**src/rtl/lms_frame_pkg.sv**
```systemverilog
// Shared types and constants for the LMS frame packer.
package lms_frame_pkg;

  localparam int DEF_DATA_W    = 16;
  localparam int DEF_FRAME_LEN = 256;
  localparam int DEF_FCNT_W    = 16;

  typedef enum logic [1:0] {
    IDLE  = 2'd0,
    RUN   = 2'd1,
    DRAIN = 2'd2,
    PAD   = 2'd3
  } state_e;

  // A two-sample frame still needs one index bit.
  function automatic int idx_width(input int frame_len);
    return (frame_len <= 2) ? 1 : $clog2(frame_len);
  endfunction

endpackage

```
**src/rtl/lms_frame_out_reg.sv**
```systemverilog
// One-entry registered output slot: captures on load, empties on accept.
module lms_frame_out_reg #(
  parameter int DATA_W = 16,
  parameter int IDX_W  = 8
) (
  input  logic              clk,
  input  logic              rst_n,
  input  logic              load_i,
  input  logic [DATA_W-1:0] ld_data_i,
  input  logic [IDX_W-1:0]  ld_idx_i,
  input  logic              ld_last_i,
  input  logic              ready_i,
  output logic [DATA_W-1:0] data_o,
  output logic [IDX_W-1:0]  idx_o,
  output logic              last_o,
  output logic              valid_o
);

  logic [DATA_W-1:0] data_q, data_d;
  logic [IDX_W-1:0]  idx_q, idx_d;
  logic              last_q, last_d;
  logic              valid_q, valid_d;

  // A load in the same cycle as an accept replaces the sample with no bubble.
  always_comb begin
    data_d  = data_q;
    idx_d   = idx_q;
    last_d  = last_q;
    valid_d = valid_q;
    if (load_i) begin
      data_d  = ld_data_i;
      idx_d   = ld_idx_i;
      last_d  = ld_last_i;
      valid_d = 1'b1;
    end else if (valid_q && ready_i) begin
      valid_d = 1'b0;
    end
  end

  always_ff @(posedge clk or negedge rst_n) begin
    if (!rst_n) begin
      data_q  <= '0;
      idx_q   <= '0;
      last_q  <= 1'b0;
      valid_q <= 1'b0;
    end else begin
      data_q  <= data_d;
      idx_q   <= idx_d;
      last_q  <= last_d;
      valid_q <= valid_d;
    end
  end

  assign data_o  = data_q;
  assign idx_o   = idx_q;
  assign last_o  = last_q;
  assign valid_o = valid_q;

endmodule

```
**src/rtl/lms_frame_packer.sv**
```systemverilog
// Pops samples from the prefetch FIFO and emits indexed fixed-length frames.
// Optional zero-padding flush is enabled by defining LMS_FRAME_PAD_EN.
module lms_frame_packer
  import lms_frame_pkg::*;
#(
  parameter int DATA_W    = DEF_DATA_W,
  parameter int FRAME_LEN = DEF_FRAME_LEN,
  parameter int IDX_W     = idx_width(FRAME_LEN),
  parameter int FCNT_W    = DEF_FCNT_W
) (
  input  logic              clk,
  input  logic              rst_n,
  input  logic              en,
`ifdef LMS_FRAME_PAD_EN
  input  logic              flush,
`endif
  input  logic [DATA_W-1:0] fifo_rd_data,
  input  logic              fifo_rd_vld,
  output logic              fifo_rd_en,
  output logic [DATA_W-1:0] m_data,
  output logic [IDX_W-1:0]  m_idx,
  output logic              m_last,
  output logic              m_valid,
  input  logic              m_ready,
  output logic              frame_done,
  output logic [FCNT_W-1:0] frame_cnt,
  output logic              busy
);

  localparam logic [IDX_W-1:0] LAST_IDX = IDX_W'(FRAME_LEN - 1);

  state_e            state_q, state_d;
  logic [IDX_W-1:0]  idx_q, idx_d;
  logic [FCNT_W-1:0] fcnt_q, fcnt_d;
  logic              done_q, done_d;

  logic              out_room;
  logic              pop;
  logic              pad_load;
  logic              load;
  logic              accept;
  logic              at_last;
  logic              flush_req;
  logic [DATA_W-1:0] ld_data;

`ifdef LMS_FRAME_PAD_EN
  assign flush_req = flush;
  assign pad_load  = (state_q == PAD) & (idx_q != '0) & out_room;
`else
  assign flush_req = 1'b0;
  assign pad_load  = 1'b0;
`endif

  assign out_room   = ~m_valid | m_ready;
  assign fifo_rd_en = (state_q == RUN) & out_room;
  assign pop        = fifo_rd_vld & fifo_rd_en;
  assign load       = pop | pad_load;
  assign ld_data    = pad_load ? '0 : fifo_rd_data;
  assign at_last    = (idx_q == LAST_IDX);
  assign accept     = m_valid & m_ready;

  always_comb begin
    state_d = state_q;
    idx_d   = idx_q;
    if (load) begin
      idx_d = at_last ? '0 : idx_q + 1'b1;
    end
    case (state_q)
      IDLE: begin
        idx_d = '0;
        if (en) state_d = RUN;
      end
      RUN: begin
        // A frame that has started always runs to completion, even with en low.
        if (pop) begin
          if (at_last)                          state_d = en ? RUN : DRAIN;
          else if (flush_req && idx_q != '0)    state_d = PAD;
        end else if (flush_req && idx_q != '0) begin
          state_d = PAD;
        end else if (!en && idx_q == '0) begin
          state_d = DRAIN;
        end
      end
      DRAIN: begin
        idx_d = '0;
        if (accept || !m_valid) state_d = IDLE;
      end
`ifdef LMS_FRAME_PAD_EN
      PAD: begin
        // Index back at zero means the padded m_last is loaded; wait for its accept.
        if (idx_q == '0 && accept) state_d = en ? RUN : DRAIN;
      end
`endif
      default: begin
        state_d = IDLE;
        idx_d   = '0;
      end
    endcase
  end

  always_comb begin
    done_d = accept & m_last;
    fcnt_d = fcnt_q;
    if (accept && m_last) fcnt_d = fcnt_q + 1'b1;
  end

  always_ff @(posedge clk or negedge rst_n) begin
    if (!rst_n) begin
      state_q <= IDLE;
      idx_q   <= '0;
      fcnt_q  <= '0;
      done_q  <= 1'b0;
    end else begin
      state_q <= state_d;
      idx_q   <= idx_d;
      fcnt_q  <= fcnt_d;
      done_q  <= done_d;
    end
  end

  lms_frame_out_reg #(
    .DATA_W (DATA_W),
    .IDX_W  (IDX_W)
  ) u_out_reg (
    .clk       (clk),
    .rst_n     (rst_n),
    .load_i    (load),
    .ld_data_i (ld_data),
    .ld_idx_i  (idx_q),
    .ld_last_i (at_last),
    .ready_i   (m_ready),
    .data_o    (m_data),
    .idx_o     (m_idx),
    .last_o    (m_last),
    .valid_o   (m_valid)
  );

  assign frame_done = done_q;
  assign frame_cnt  = fcnt_q;
  assign busy       = ((state_q == RUN) | (state_q == PAD)) & ((idx_q != '0) | m_valid);

endmodule

```
**config.mk**
```make
export PLATFORM = sky130hd
export DESIGN_NAME = lms_frame_packer
export DESIGN_NICKNAME = d
export VERILOG_FILES = /design/src/rtl/lms_frame_pkg.sv /design/src/rtl/lms_frame_out_reg.sv /design/src/rtl/lms_frame_packer.sv
export SDC_FILE = /design/constraint.sdc
export NUM_CORES = 1
export LEC_CHECK = 0
export CORE_MARGIN = 3
export CORE_UTILIZATION = 43
export CTS_CLUSTER_DIAMETER = 120
export DETAILED_ROUTE_END_ITERATION = 10
export PLACE_DENSITY = 0.87
export SYNTH_ARGS = -nofsm -noshare
export SYNTH_HDL_FRONTEND = slang
export SYNTH_HIERARCHICAL = 1
export SYNTH_SLANG_ARGS = --single-unit
```
**constraint.sdc**
```tcl
create_clock -name clk -period 1.6 [get_ports clk]
set_clock_uncertainty 0.15 [all_clocks]
set_input_delay 0.32 -clock clk [delete_from_list [all_inputs] [get_ports clk]]
set_output_delay 0.32 -clock clk [all_outputs]
set_load 0.1 [all_outputs]
```
* Yosys cells after proc, flatten, opt, wreduce, memory -nomap -nowiden
Index checks and enable logic that the tools add are counted.
Storage, ports and cells: word-level logic and storage cells 51, register bits after elaboration 53, output and inout bits 45
Operators by class: add/sub/neg operators 2, bitwise logic cells 9, mux-type cells 12, reduce and logical (&&, ||, !) cells 11, equality and inequality tests 9
Operator list (count):
- $mux 8 | 3
- $add 16x1->16 const B | 1
- $mux 2 | 6
- $add 8x1->8 const B | 1
- $eq 8x8->1 const B | 1
- $logic_not 8->1 | 1
- $reduce_bool 8->1 | 1
- $ne 2x2->1 const B | 3
- $pmux 2 s3 | 1
- $and 1x1->1 | 5
- $eq 2x2->1 const B | 2
- $reduce_and 4->1 | 1
- $logic_and 1x1->1 | 3
- $ne 3x2->1 const B | 1
- $ne 3x3->1 const B | 1
- $or 1x1->1 | 3
- $eq 2x1->1 const B | 1
- $logic_not 1->1 | 2
- $logic_not 2->1 | 1
- $mux 1 | 2
- $reduce_bool 2->1 | 1
- $logic_or 1x1->1 | 1
- $not 1->1 | 1

* Longest topological paths before layout
Gate-level depths: netlist of the first run.
depth in word-level cells 6, depth in mapped cells 6, gate-level depth less buffers 6

* Modules after synthesis
The synthesis of the first run kept the hierarchy.
By module, submodules not included:
- lms_frame_packer | area an instance 1297.5 um2, times used 1, cells each 122
- lms_frame_out_reg | area an instance 1066.0 um2, times used 1, cells each 56

* Worst setup path before layout of the first run
OpenSTA, ideal clock, no wires.
path type reg-to-output, from reg u_out_reg.valid_q, in the netlist u_out_reg/valid_o, to out fifo_rd_en, arrival time 2.484 ns, setup slack -1.354 ns, required time 1.130 ns, stages on the path, launching flop included 3, path through dfrtp_1 -> nand2b_1 -> nor2b_1
On the way: longest elaborated chain between the ends 3
RTL lines:
- from (decl) | line lms_frame_out_reg.sv:22 | logic valid_q, valid_d;
- from (signal assigned) | line lms_frame_out_reg.sv:50 | valid_q <= valid_d;
- $not 1->1 | line lms_frame_packer.sv:54 | assign out_room = ~m_valid | m_ready;
- $or 1x1->1 | line lms_frame_packer.sv:54
- $and 1x1->1 | line lms_frame_packer.sv:55 | assign fifo_rd_en = (state_q == RUN) & out_room;
- to (decl) | line lms_frame_packer.sv:19 | output logic fifo_rd_en,
No other way between the ends.

* Worst setup path after layout of the first run
from reg idx_q[1], to out busy
On the way: longest elaborated chain between the ends 3
RTL lines:
- from (decl) | line lms_frame_packer.sv:33 | logic [IDX_W-1:0] idx_q, idx_d;
- from (signal assigned) | line lms_frame_packer.sv:115 | idx_q <= idx_d;
- $reduce_bool 8->1 | line lms_frame_packer.sv:140 | assign busy = ((state_q == RUN) | (state_q == PAD)) & ((idx_q != '0) | m_valid);
- $or 1x1->1 | line lms_frame_packer.sv:140
- $and 1x1->1 | line lms_frame_packer.sv:140
- to (decl) | line lms_frame_packer.sv:27 | output logic busy
No other way between the ends.

==> impl_metrics.tcl, run 1 <==
set metrics [dict create \
    path_cells "inv_2, ha_4, nor4b_4, nand2_2, o21a_4, buf_12" \
    fillerInstances 270 \
    netSwitchingFraction 0.472 \
    avgSynthCellArea_um2 13.3 \
    synth_top_cells_by_area "sky130_fd_sc_hd__dfrtp_1, sky130_fd_sc_hd__mux2_4, sky130_fd_sc_hd__xnor2_1" \
    yosys_warnings 6 \
    min_period_ns 2.09 \
    initial_drc_count 122 \
    cp_slowest_stage_delay_ns 0.40 \
    drt_pass1_iterations 4 \
    viasPerCell 5.22 \
    place_hpwl_um 4250 \
    syn2layout_area_growth_pct 77.5 \
    layout.area.seq_um2 1350 \
    wl_per_cell_um 18.6 \
    drt_drc_violations_left 0 \
    finalWeightedCongestion 0.861 \
    register_area_share_after_synthesis 0.561 \
    unrepaired_setup_endpoints_after_global_routing "yes" \
    netlist_instances 178 \
    postSynth.asyncResetShare 1.00 \
    timing.critical_path.to_type "primary output" \
    synth.cells.most_frequent "sky130_fd_sc_hd__dfrtp_1, sky130_fd_sc_hd__mux2_4, sky130_fd_sc_hd__nand2_1, sky130_fd_sc_hd__xnor2_1, sky130_fd_sc_hd__nand3_1" \
    flop_and_latch_count_out_of_synthesis 53 \
    grt_antenna_before_repair 0 \
    postLayoutSetupSlackWorst_ns -0.490 \
    worst_ep_arrival_time_ns 1.62 \
    antenna-diode-count 0 \
    cell_type_of_the_slowest_stage_on_the_worst_timing_path "sky130_fd_sc_hd__dfrtp_1" \
    synth_top_flop_cell "sky130_fd_sc_hd__dfrtp_1" \
    core-area_um2 5200 \
    clock_tree.htree_level_count 2 \
    synth.cell_area_um2 2360 \
    cts-root-to-sink-buffers 2 \
    number_of_nets_produced_by_synthesis 202 \
    critical_path_required_ns 1.13 \
    timing.slew.headroom 0.749 \
    number_of_synthesized_flops_with_an_enable_pin 0 \
    ant_nets 0 \
    crit_type "flip-flop to primary output" \
    postPlaceCellArea_um2 3830 \
    clock_slew_seen_by_the_registers_of_the_worst_setup_and_hold_paths_ns 0.09 \
    clock_power_share 0.097 \
    timing.critical_path.from_type "flip-flop" \
    final_cycle_utilization_of_the_critical_path 1.31 \
    max_freq_mhz 478 \
    failed_checks "negative setup slack" \
    wire_length_of_the_first_global_routing_pass_um 10200 \
    totalWireLength_um 6620 \
    cts_made_buffers 5 \
    vdd.ir_drop.worst_mv 2.11 \
    clkSinkCount 53 \
    power_frac_seq 0.257 \
    min_path_type "primary input to flip-flop" \
    dieArea_um2 6420 \
    clockRootBuffer "sky130_fd_sc_hd__clkbuf_8" \
    max_cap_violations 0 \
    synthDominantAreaCellType "sky130_fd_sc_hd__dfrtp_1" \
    pre_cts_ws_ns -0.422 \
    chipWidth_um 80.1 \
    gr-usage-all-layers 0.214 \
    number_of_core_rows 26 \
    final_layout_size_suffix_gt1_frac 0.586 \
    io_buffers 65 \
    start_util 0.454 \
    synthDistinctLibCells 34 \
    vias_in_the_first_global_route 1941 \
    status "complete, but fails checks" \
    critPathMaxFanout 2 \
    layout.nets 308 \
    total_leakage_power_nw 1.86 \
    intPower_mw 4.04 \
    power_switching_mw 3.61 \
    worst_pin_slew_ns 0.373 \
    chipHeight_um 80.1 \
    netlist.area_leader.share 0.561 \
    timing.setup.tns_ns -5.85 \
    final_design_area_no_fill_um2 4200 \
    tritoncts "done" \
    grt_max_degree 54 \
    comb_power_share 0.645 \
    insertion_delay_ns 0.31 \
    route.vias.total 1852 \
    design.portCount 66 \
    report.final.hold_viol_count 0 \
    post-place-cells 334 \
    setup_viol 36 \
    layoutNonFillerInstCount 355 \
    final-max-slew-violation-count 0 \
    synthMostInstantiatedCell "sky130_fd_sc_hd__dfrtp_1" \
    gr-total-overflow 0 \
    multiInputGateArea_um2 1140 \
    power_density_nw_per_um2 1820 \
]
registers in the layout, summed over array words and instances, names as in the netlist:
| name | count |
|---|---|
| u_out_reg/last_o | 1 |
| idx_q | 8 |
| u_out_reg/idx_o | 8 |
| frame_done | 1 |
| u_out_reg/valid_o | 1 |
| u_out_reg/data_o | 16 |
| frame_cnt | 16 |
| state_q | 2 |
cell usage in the layout, fill, tap and decap left out, drive strengths merged:
| master | count |
|---|---|
| nand4 | 6 |
| and3 | 5 |
| a2111oi | 1 |
| nand3 | 10 |
| xor2 | 6 |
| nand2 | 13 |
| nand2b | 2 |
| clkdlybuf4s50 | 18 |
| buf | 86 |
| or3 | 3 |
| a21o | 3 |
| nor2b | 1 |
| a21oi | 4 |
| inv | 3 |
| mux2 | 26 |
| clkinvlp | 1 |
| nor4b | 1 |
| nor2 | 4 |
| nor3b | 1 |
| dlygate4sd2 | 1 |
| o21ai | 6 |
| clkbuf | 7 |
| ha | 3 |
| dfrtp | 53 |
| nor3 | 2 |
| and4 | 3 |
| o21a | 1 |
| xnor2 | 13 |
| a211oi | 1 |
| dlygate4sd3 | 1 |
power groups by stage:
| stage | clock network, mW | registers (mW) | logic [mW] |
|---|---|---|---|
| floorplan | 0 | 3.60 | 1.19 |
| global placement | 0 | 1.96 | 4.49 |
| detailed placement | 0 | 1.97 | 4.56 |
| CTS | 0.748 | 1.96 | 4.88 |
| global route | 0.818 | 2.01 | 5.08 |
| finish | 0.745 | 1.97 | 4.93 |
cells by family (layout without fill, tap and decap cells):
family,Yosys count,in the layout,synth area share
DFF,53,53,0.561
xor gates and xnor gates,19,19,0.0704
adders and majority gates,3,3,0.0159
buffers and inverters,10,117,0.0339
AOI/OAI and AO/OA,16,16,0.0434
muxes,26,26,0.154
and+or+nand+nor,51,51,0.121
critical path: cells and delay by family (launching register included):
kind / cells / cell delay, ns
fa+ha+maj: 1 / 0.13
compound gates: 1 / 0.23
flops: 1 / 0.40
simple gates: 2 / 0.30
buf+inv: 2 / 0.24
metal layers:
| metal | part of all wire | up-vias | GRT usage |
|---|---|---|---|
| met1 | 0.41 | 927 | 0.263 |
| met2 | 0.51 | 70 | 0.353 |
| met5 | 0 | - | 0 |
| met3 | 0.058 | 19 | 0.0594 |
| li1 | - | 836 | - |
| met4 | 0.027 | 0 | 0.0861 |
worst paths after layout:
kind	from	end	slack, ns	cells past startpoint
max	idx_q[1]	busy	-0.49	6
min	m_ready	u_out_reg/valid_o	0.32	3
max reg2reg	idx_q[2]	state_q[1]	-0.36	7
min reg2reg	state_q[1]	state_q[0]	0.35	1
max in group asynchronous	rst_n	u_out_reg/valid_o	0.63	3
min in group asynchronous	rst_n	u_out_reg/idx_o[7]	0.42	3
area by class of cell:
cell class              count  share of cell area
clock inverters             1             0.00179
multi-input cells         115               0.273
clock buffers               7              0.0182
repair buffers            106               0.361
flip-flops and latches     53               0.322
inverters                   3             0.00268
well taps                  70              0.0209
stage by stage:
step / utilization / total power [mW] / hold slack (ns)
2_1_floorplan: - / 4.79 / -0.126
3_3_place_gp: 0.736 / 6.45 / 0.180
3_5_place_dp: 0.736 / 6.53 / 0.194
4_1_cts: 0.792 / 7.59 / 0.297
5_1_grt: 0.806 / 7.91 / 0.326
6_report: 0.806 / 7.65 / 0.317
timing repair:
action                                  4_1_cts  5_1_grt
hold buffers                                  1        0
gates cloned                                  2        0
endpoints found under the setup margin       43       42
setup buffers                                 7        4
endpoints found under the hold margin        53        0
pin swaps                                     5        9
resized for setup                            22       19
No activity file was read; power rests on OpenSTA's default activity.
==> run 2, diff against run 1 <==
--- a/config.mk
+++ b/config.mk
@@ -6,10 +6,11 @@
 export NUM_CORES = 1
 export LEC_CHECK = 0
 export CORE_MARGIN = 3
-export CORE_UTILIZATION = 43
+export CORE_UTILIZATION = 30
 export CTS_CLUSTER_DIAMETER = 120
 export DETAILED_ROUTE_END_ITERATION = 10
-export PLACE_DENSITY = 0.87
+export PLACE_DENSITY = 0.67
+export SLEW_MARGIN = 20
 export SYNTH_ARGS = -nofsm -noshare
 export SYNTH_HDL_FRONTEND = slang
 export SYNTH_HIERARCHICAL = 1
==> run 2 against run 1 <==
- the flow still finishes with violations (negative setup slack)
- critical path depth is the same
- power grew 0.81%
- sequential cell count is the same
- largest power group unchanged
- sequential share of layout area shrank 0.61 points
- highest routed layer unchanged
- routed wire length shrank 12%
- combinational power grew 1%
- sequential power is essentially flat
- die area grew 40%
- worst setup slack gained 0.037 ns
- cell count grew 9.6%
==> impl_metrics.tcl, run 2 (same netlist as run 1, synthesis figures left out) <==
set metrics [dict create \
    status "complete, but fails checks" \
    failed_checks "negative setup slack" \
    most-common-layout-cells "sky130_fd_sc_hd__buf_12, sky130_fd_sc_hd__dfrtp_1, sky130_fd_sc_hd__buf_4" \
    timing.slew.headroom 0.778 \
    max_freq_mhz 487 \
    place_hpwl_um 3890 \
    worst_ep_arrival_time_ns 1.58 \
    clockRootBuffer "sky130_fd_sc_hd__clkbuf_8" \
    layout.nets 313 \
    path_buf_inv 2 \
    critical_path.top_delay_family "flip-flops" \
    report.final.hold_viol_count 0 \
    critical_path_required_ns 1.13 \
    grt_max_degree 54 \
    postPlaceCellArea_um2 3880 \
    final_cycle_utilization_of_the_critical_path 1.28 \
    topRoutingLayerUsed "met4" \
    cts_made_buffers 5 \
    cts-root-to-sink-buffers 2 \
    timing.critical_path.from_type "flip-flop" \
    intPower_mw 4.15 \
    dieArea_um2 8980 \
    number_of_core_rows 31 \
    start_util 0.317 \
    chipHeight_um 94.8 \
    wl_per_cell_um 14.9 \
    clock_power_share 0.098 \
    leading_cell_type_in_the_layout_fill_and_taps_excluded "sky130_fd_sc_hd__buf_12" \
    chipWidth_um 94.8 \
    vias_in_the_first_global_route 1955 \
    final_layout_size_suffix_gt1_frac 0.583 \
    grt_antenna_before_repair 0 \
    drt_pass1_iterations 4 \
    io_buffers 65 \
    fillerInstances 607 \
    netSwitchingFraction 0.462 \
    max_cap_violations 0 \
    final_util 0.574 \
    path_cells "inv_1, ha_2, nor4b_4, nand2_2, o21a_4, buf_12" \
    clock_slew_seen_by_the_registers_of_the_worst_setup_and_hold_paths_ns 0.09 \
    min_period_ns 2.05 \
    antenna-diode-count 0 \
    setup_viol 33 \
    worst_pin_slew_ns 0.330 \
    design.portCount 66 \
    tritoncts "done" \
    timing.critical_path.to_type "primary output" \
    wire_length_of_the_first_global_routing_pass_um 9470 \
    total_leakage_power_nw 1.91 \
    insertion_delay_ns 0.29 \
    postLayoutSetupSlackWorst_ns -0.454 \
    route.layer.met1.wl_um 2400 \
    drt_drc_violations_left 0 \
    cp_slowest_stage_delay_ns 0.38 \
    route.vias.total 1749 \
    met2_wirelength_um 3120 \
    clkSinkCount 53 \
    gr-total-overflow 0 \
    cell_type_of_the_slowest_stage_on_the_worst_timing_path "sky130_fd_sc_hd__dfrtp_1" \
    clock_tree.htree_level_count 2 \
    unrepaired_setup_endpoints_after_global_routing "yes" \
    final_design_area_no_fill_um2 4280 \
    viasPerCell 4.50 \
    totalWireLength_um 5800 \
    vdd.ir_drop.worst_mv 1.62 \
    initial_drc_count 54 \
    finalWeightedCongestion 0.736 \
    crit_type "flip-flop to primary output" \
    comb_power_share 0.648 \
    route.met3.wl_um 223 \
    ant_nets 0 \
    power_switching_mw 3.56 \
    power_density_nw_per_um2 1800 \
    power_frac_seq 0.253 \
    gr-usage-all-layers 0.134 \
    syn2layout_area_growth_pct 80.9 \
    critPathMaxFanout 2 \
    core-area_um2 7450 \
    min_path_type "primary input to flip-flop" \
    final-max-slew-violation-count 0 \
]
-- run 2: cell types whose count changed in the layout (fill, tap and decap cells not counted), moves of 2 or more --
cell                      before  now
sky130_fd_sc_hd__inv_2         2    0
sky130_fd_sc_hd__o21ai_1       0    3
sky130_fd_sc_hd__inv_1         1    3
sky130_fd_sc_hd__buf_4        25   30
sky130_fd_sc_hd__o21ai_2       5    3
-- run 2: area by class of cell --
| class | count | area [um^2] | share of cell area |
|---|---|---|---|
| well taps | 99 | 124 | 0.0290 |
| clock buffers | 8 | 90.1 | 0.0211 |
| flip-flops and latches | 53 | 1350 | 0.316 |
| repair buffers | 111 | 1560 | 0.364 |
| multi-input cells | 115 | 1140 | 0.267 |
| inverters | 3 | 11.3 | 0.00263 |
-- run 2: tightest hold or removal path: stages --
cell                             delay (ns)
sky130_fd_sc_hd__dlymetal6s2s_1        0.22
sky130_fd_sc_hd__nand3_1               0.11
sky130_fd_sc_hd__a21oi_1               0.06
-- run 2: final timing paths --
check,from,to,slack (ns),depth (start not counted)
worst max-delay path,idx_q[0],busy,-0.45,6
worst min-delay path,fifo_rd_vld,idx_q[1],0.30,3
worst max register to register,u_out_reg/valid_o,state_q[1],-0.15,6
worst min register to register,frame_cnt[13],frame_cnt[13],0.37,1
max in group asynchronous,rst_n,frame_cnt[0],0.65,3
min in group asynchronous,rst_n,u_out_reg/idx_o[7],0.39,3
-- run 2: per-layer routing --
| layer | vias to the layer above | global-route usage |
|---|---|---|
| met5 | - | 0 |
| met4 | 0 | 0.0337 |
| met3 | 4 | 0.0303 |
| met2 | 42 | 0.234 |
| met1 | 859 | 0.168 |
| li1 | 844 | - |
-- run 2: stage by stage --
| step | setup slack (ns) | hold slack (ns) | TNS (ns) | instances | power, mW |
|---|---|---|---|---|---|
| 2_1_floorplan | -0.214 | -0.126 | -7.00 | 178 | 4.79 |
| 3_3_place_gp | -0.356 | 0.186 | -15.08 | 365 | 6.47 |
| 3_5_place_dp | -0.391 | 0.191 | -16.21 | 365 | 6.51 |
| 4_1_cts | -0.504 | 0.298 | -3.86 | 388 | 7.69 |
| 5_1_grt | -0.540 | 0.306 | -5.47 | 389 | 7.99 |
| 6_report | -0.454 | 0.300 | -3.97 | 389 | 7.71 |
-- run 2: timing repair --
action / 4_1_cts / 5_1_grt
setup buffers: 13 / 5
endpoints found under the setup margin: 41 / 41
resized for setup: 18 / 22
pin swaps: 9 / 4
hold endpoints to repair: 53 / 0
cloned: 2 / 0
hold buffers: 1 / 0
-- run 2: power by group through the flow --
stage | sequential (mW) | clock [mW] | combinational, mW
6_report | 1.95 | 0.759 | 5.00
5_1_grt | 1.99 | 0.847 | 5.15
4_1_cts | 1.96 | 0.802 | 4.94
3_5_place_dp | 1.96 | 0 | 4.55
3_3_place_gp | 1.96 | 0 | 4.50
2_1_floorplan | 3.60 | 0 | 1.19
